**src/rtl/recv_m_1ofn_bridge.sv**
```systemverilog
// Receives an asynchronous e1ofN four-phase channel, synchronizes every rail,
// and hands each decoded codeword to a synchronous valid/ready consumer.
module recv_m_1ofn_bridge #(
    parameter  int M = 9,
    parameter  int N = 2,
    localparam int LN = $clog2(N),
    localparam int W  = M * LN
) (
    input  logic           CLK,
    input  logic           _RESET,
    input  logic [M*N-1:0] in_d,
    output logic           in_e,
    output logic [W-1:0]   rtl_data,
    output logic           rtl_valid,
    input  logic           rtl_ready,
    output logic           err
);

    typedef enum logic {IDLE, ACK} state_t;

    state_t         state_q, state_d;
    logic [M*N-1:0] sync1_q, sync2_q;
    logic [W-1:0]   data_q, data_d;
    logic           valid_q, valid_d;
    logic           err_q, err_d;

    logic [W-1:0]   dec_word;
    logic           cw_complete;
    logic           cw_neutral;
    logic           any_multi;
    logic           capture;

    // Stage 1/2: two-flop synchronizer on every rail; nothing else sees raw in_d.
    always_ff @(posedge CLK or negedge _RESET) begin
        if (!_RESET) begin
            sync1_q <= '0;
            sync2_q <= '0;
        end else begin
            sync1_q <= in_d;
            sync2_q <= sync1_q;
        end
    end

    // Per-digit completion check and one-hot to binary decode.
    always_comb begin
        dec_word    = '0;
        cw_complete = 1'b1;
        any_multi   = 1'b0;
        cw_neutral  = (sync2_q == '0);
        for (int i = 0; i < M; i++) begin
            if ($countones(sync2_q[i*N +: N]) != 1)
                cw_complete = 1'b0;
            if ($countones(sync2_q[i*N +: N]) > 1)
                any_multi = 1'b1;
            for (int r = 0; r < N; r++) begin
                if (sync2_q[i*N + r])
                    dec_word[i*LN +: LN] = dec_word[i*LN +: LN] | LN'(r);
            end
        end
    end

    always_comb begin
        state_d = state_q;
        capture = 1'b0;
        case (state_q)
            IDLE: begin
                // Hold off while a word is parked in the buffer and not leaving now.
                if (cw_complete && (!valid_q || rtl_ready)) begin
                    capture = 1'b1;
                    state_d = ACK;
                end
            end
            ACK: begin
                if (cw_neutral)
                    state_d = IDLE;
            end
            default: state_d = IDLE;
        endcase

        data_d  = data_q;
        valid_d = valid_q;
        if (capture) begin
            data_d  = dec_word;
            valid_d = 1'b1;
        end else if (valid_q && rtl_ready) begin
            valid_d = 1'b0;
        end

        err_d = err_q | any_multi;
    end

    // Stage 3: handshake state, output buffer and sticky error.
    always_ff @(posedge CLK or negedge _RESET) begin
        if (!_RESET) begin
            state_q <= IDLE;
            data_q  <= '0;
            valid_q <= 1'b0;
            err_q   <= 1'b0;
        end else begin
            state_q <= state_d;
            data_q  <= data_d;
            valid_q <= valid_d;
            err_q   <= err_d;
        end
    end

    assign in_e      = (state_q == IDLE);
    assign rtl_data  = data_q;
    assign rtl_valid = valid_q;
    assign err       = err_q;

endmodule

```
**config.mk**
```make
export PLATFORM = sky130hd
export DESIGN_NAME = recv_m_1ofn_bridge
export DESIGN_NICKNAME = d
export VERILOG_FILES = /design/src/rtl/recv_m_1ofn_bridge.sv
export SDC_FILE = /design/constraint.sdc
export NUM_CORES = 1
export LEC_CHECK = 0
export CORE_ASPECT_RATIO = 1.25
export CORE_MARGIN = 10
export CORE_UTILIZATION = 45
export DETAILED_ROUTE_END_ITERATION = 16
export PLACE_DENSITY = 0.77
export SYNTH_ARGS = -nofsm -noshare
export SYNTH_HDL_FRONTEND = slang
export SYNTH_SLANG_ARGS = --single-unit
```
**constraint.sdc**
```tcl
create_clock -name CLK -period 1.7 [get_ports CLK]
set_clock_uncertainty 0.05 [all_clocks]
set_input_delay 0.51 -clock CLK [delete_from_list [all_inputs] [get_ports CLK]]
set_output_delay 0.51 -clock CLK [all_outputs]
set_load 0.05 [all_outputs]
```
==> results by stage <==
Placed design:
- The sum of net half-perimeters after detailed placement is 2250 microns.
- The count of port buffers added during placement is 32.
- The weighted congestion at the end of routability-driven global placement is 0.788.

Global routing:
- The first global-routing pass estimated 5220 microns of wire.
- The via count of the first global-routing pass was 1064.
- The pin count of the biggest net entering global routing is 29.
- The overall fraction of global-route tracks in use is 10.4%.
- The total congestion overflow is 0.
- The initial antenna violation count is 0.

Final layout:
- The area growth from synthesis to layout is 43.2%.
- The filler cells instantiated in the layout total 233.
- The antenna diode count is 0.
- The final layout contains 201 nets.
- At the end of the flow the core is filled with cells to 66.1%.
- In the layout the commonest cells are 47 x sky130_fd_sc_hd__dfrtp_1, 19 x sky130_fd_sc_hd__inv_1, 19 x sky130_fd_sc_hd__clkdlybuf4s50_1, 18 x sky130_fd_sc_hd__ha_1, 13 x sky130_fd_sc_hd__buf_12.
- Of the cells placed in the final design, the portion with a size suffix greater than 1 is 28.8%.
- The commonest non-fill, non-tap cell in the layout is sky130_fd_sc_hd__dfrtp_1.

Synth:
- The yosys synthesis warning count is 0.
- Counting every net in the synthesized netlist gives 149.
- Counting flops and latches in the post-synthesis netlist gives 48.
- The most area-hungry cell type in the Yosys netlist is sky130_fd_sc_hd__dfrtp_1.
- The proportion of register bits with asynchronous set or reset after synthesis is 100%.
- The number of distinct library cell variants in the gate-level netlist after synthesis is 16.
- In the synthesized netlist the dominant register cell turns out to be sky130_fd_sc_hd__dfrtp_1.
- The post-synthesis instance total is 110.
- The mean instance size in the synthesized netlist is 15.6 sq um.
- Summing every instance area after synthesis gives 0.00172 sq mm.
- By area the synthesized netlist is led by sky130_fd_sc_hd__dfrtp_1 70%, sky130_fd_sc_hd__ha_1 13%, sky130_fd_sc_hd__mux2_2 5.9%.
- Of the post-synthesis cell area, the dominant cell type holds 69.9%.
- The part of the Yosys area used for sequential elements is 69.9%.
- In this run, synthesis inferred 0 flip-flops with an integrated enable.

CTS:
- After clock tree synthesis, the clock-pin slew on the worst setup and hold paths is 80 ps.
- The clock buffer count from CTS is 5.
- For the worst-skew pair, the clock arrives at the later sink with an insertion delay of 300 ps.
- The level count of the clock H-tree is 2.
- The total clock sinks is 48.
- The tree is rooted in a sky130_fd_sc_hd__clkbuf_8.
- The hold buffer count at CTS is 0.
- TritonCTS built the clock tree.
- The number of buffers between clock root and the deepest sink is 2.

Route:
- The residual DRC count is 0.
- The initial detailed-routing violation count is 16.
- The wire length on met3 is 152 microns.
- The count of TritonRoute iterations in the first routing pass is 4.
- Summed over all layers, the routed wires come to 3030 microns.
- The count of antenna-violating nets left after detailed routing is 0.
- The met1 wire length is 1170 microns.
- The routed wirelength normalized by instance count is 14.9 microns.
- The routed design uses 1660 microns of met2 wire.
- The detailed router used layers up to and including met4.
- The average vias per placed instance is 4.62.
- The via count is 938.

Floorplanning:
- Measured along the y axis, the die boundary spans 89.1 microns.
- For this configuration, the core starts out at a cell density of 46.2%.
- The die covers 0.00671 sq mm.
- During I/O placement, the number of pins put on the boundary was 33.
- The horizontal die dimension is 75.3 microns.
- The standard cell core area is 0.00372 sq mm.
- After floorplanning, the core was divided into 25 placement rows.

Outcome:
- The checks that failed: setup timing.
- The flow ran to the end, but the final reports show violations.

Setup path:
- The delay of the slowest cell on the worst path is 370 ps.
- In this run the number of cells on the critical path is 6.
- The depth of the worst register-to-register path is 6.
- Among all stages on the critical path, the largest delay is contributed by sky130_fd_sc_hd__dfrtp_1.
- At the worst endpoint, the required time is 1840 ps.
- Walking the worst path, the cells encountered are inv_1, ha_1, nand4_1, nor4_4, buf_6, mux2_4.
- The cell family contributing the most delay on the critical path is simple AND/OR/NAND/NOR gates.
- The worst setup path is captured at a flop.
- Data on the critical path arrives at its endpoint at 2010 ps.
- The maximum fanout along the worst path is 6.
- The worst setup path is of the flop to flop kind.
- The number of buffers and inverters on the critical path is 2.
- STA classifies the critical path startpoint as a flop.

STA:
- Setup repair after global routing could not meet its margin everywhere.
- For the pin with the worst max-slew slack, the measured transition is 471 ps.
- The max-slew violation count is 0.
- After layout, the worst path uses 110% of the clock period.
- The total of endpoints with negative setup slack in the final report is 9.
- The final hold violation count is 0.
- Based on the critical path, the design can be clocked at up to 534 MHz.
- The time the final worst path needs with I/O delays and setup is 1870 ps.
- The final setup slack of the worst path is -173 ps.
- The setup TNS is -1450 ps.
- Measured against its own limit, the worst slew margin works out to 68.6%.

Power and ir drop:
- Dividing total power by cell area gives a power density of 969 mW/mm^2.
- The design draws 2.39 mW.
- The leakage dissipation is 1.21 nW.
- VDD sags by at most 0.652 mV.

Flow run:
- The max capacitance violation total is 0.

Hold path:
- The worst min-delay path category is input pin to async pin.
-- layer usage --
| metal | global-route usage [%] | vias up |
|---|---|---|
| met1 | 11.8 | 460 |
| met5 | 0 | - |
| met3 | 3.44 | 4 |
| met4 | 4.57 | 0 |
| li1 | - | 453 |
| met2 | 17.4 | 21 |
-- kinds of logic (layout without fill, tap and decap cells) --
kind of cell | count (synthesis) | after routing | share of synthesized area (%)
AO/OA/AOI/OAI | 1 | 1 | 0.437
adder cells (fa/ha/maj) | 18 | 18 | 13.1
buffers and inverters | 20 | 73 | 4.80
flip-flops | 48 | 48 | 69.9
multiplexers | 9 | 9 | 5.90
AND/OR/NAND/NOR | 14 | 14 | 5.89
-- synth_stat cells (2+ instances only) --
cell type                 number
sky130_fd_sc_hd__dfrtp_1      48
sky130_fd_sc_hd__inv_1        19
sky130_fd_sc_hd__ha_1         18
sky130_fd_sc_hd__mux2_2        9
sky130_fd_sc_hd__nand2_1       2
sky130_fd_sc_hd__nand3_1       2
sky130_fd_sc_hd__nand4_1       2
sky130_fd_sc_hd__nor4_1        2
-- sequential cells by signal, indices dropped and copies added (netlist names) --
name and flops:
err 1, rtl_data 9, rtl_valid 1, state_q 1
sync1_q 18, sync2_q 18
-- layout make-up --
cell class	instances	area, sq um	area share (%)
clock inverters	2	35.0	1.42
clock buffers	6	72.6	2.95
inverters	19	71.3	2.90
flip-flops and latches	48	1200	48.9
multi-input cells	42	469	19.1
repair buffers	46	561	22.8
well taps	40	50.0	2.03
-- worst paths after layout --
path | from | end | slack, ps
max | sync2_q[13]$_DFF_PN0_ | rtl_data[0]$_DFFE_PN0P_ | -170
min | _RESET | rtl_data[0]$_DFFE_PN0P_ | 110
max reg2reg | sync2_q[13]$_DFF_PN0_ | rtl_data[0]$_DFFE_PN0P_ | -170
min reg2reg | sync1_q[0]$_DFF_PN0_ | sync2_q[0]$_DFF_PN0_ | 300
max in group asynchronous | _RESET | rtl_data[4]$_DFFE_PN0P_ | 990
min in group CLK | sync1_q[0]$_DFF_PN0_ | sync2_q[0]$_DFF_PN0_ | 300
-- metrics by stage --
stage | hold WS [ps] | std cells | instance area (sq um) | setup slack [ps]
global placement | 282 | 191 | 2280 | -345
floorplan | 164 | 110 | 1720 | 13.6
CTS | 116 | 199 | 2430 | -169
finish | 108 | 203 | 2460 | -173
detailed placement | 285 | 191 | 2280 | -391
global route | 136 | 203 | 2460 | -261
-- power by group --
part	leakage (nW)	internal, mW	switching (mW)
Combinational	0.574	0.189	0.163
Clock	0.0552	0.436	0.347
Sequential	0.578	1.21	0.0447
Total	1.21	1.83	0.555
-- repair_timing --
| item | CTS | global route |
|---|---|---|
| endpoints found under the hold margin | 0 | 0 |
| pin swaps | 3 | 3 |
| setup buffers | 0 | 4 |
| resized for setup | 10 | 1 |
| setup endpoints to repair | 9 | 10 |
(Power assumes the default switching activity.)
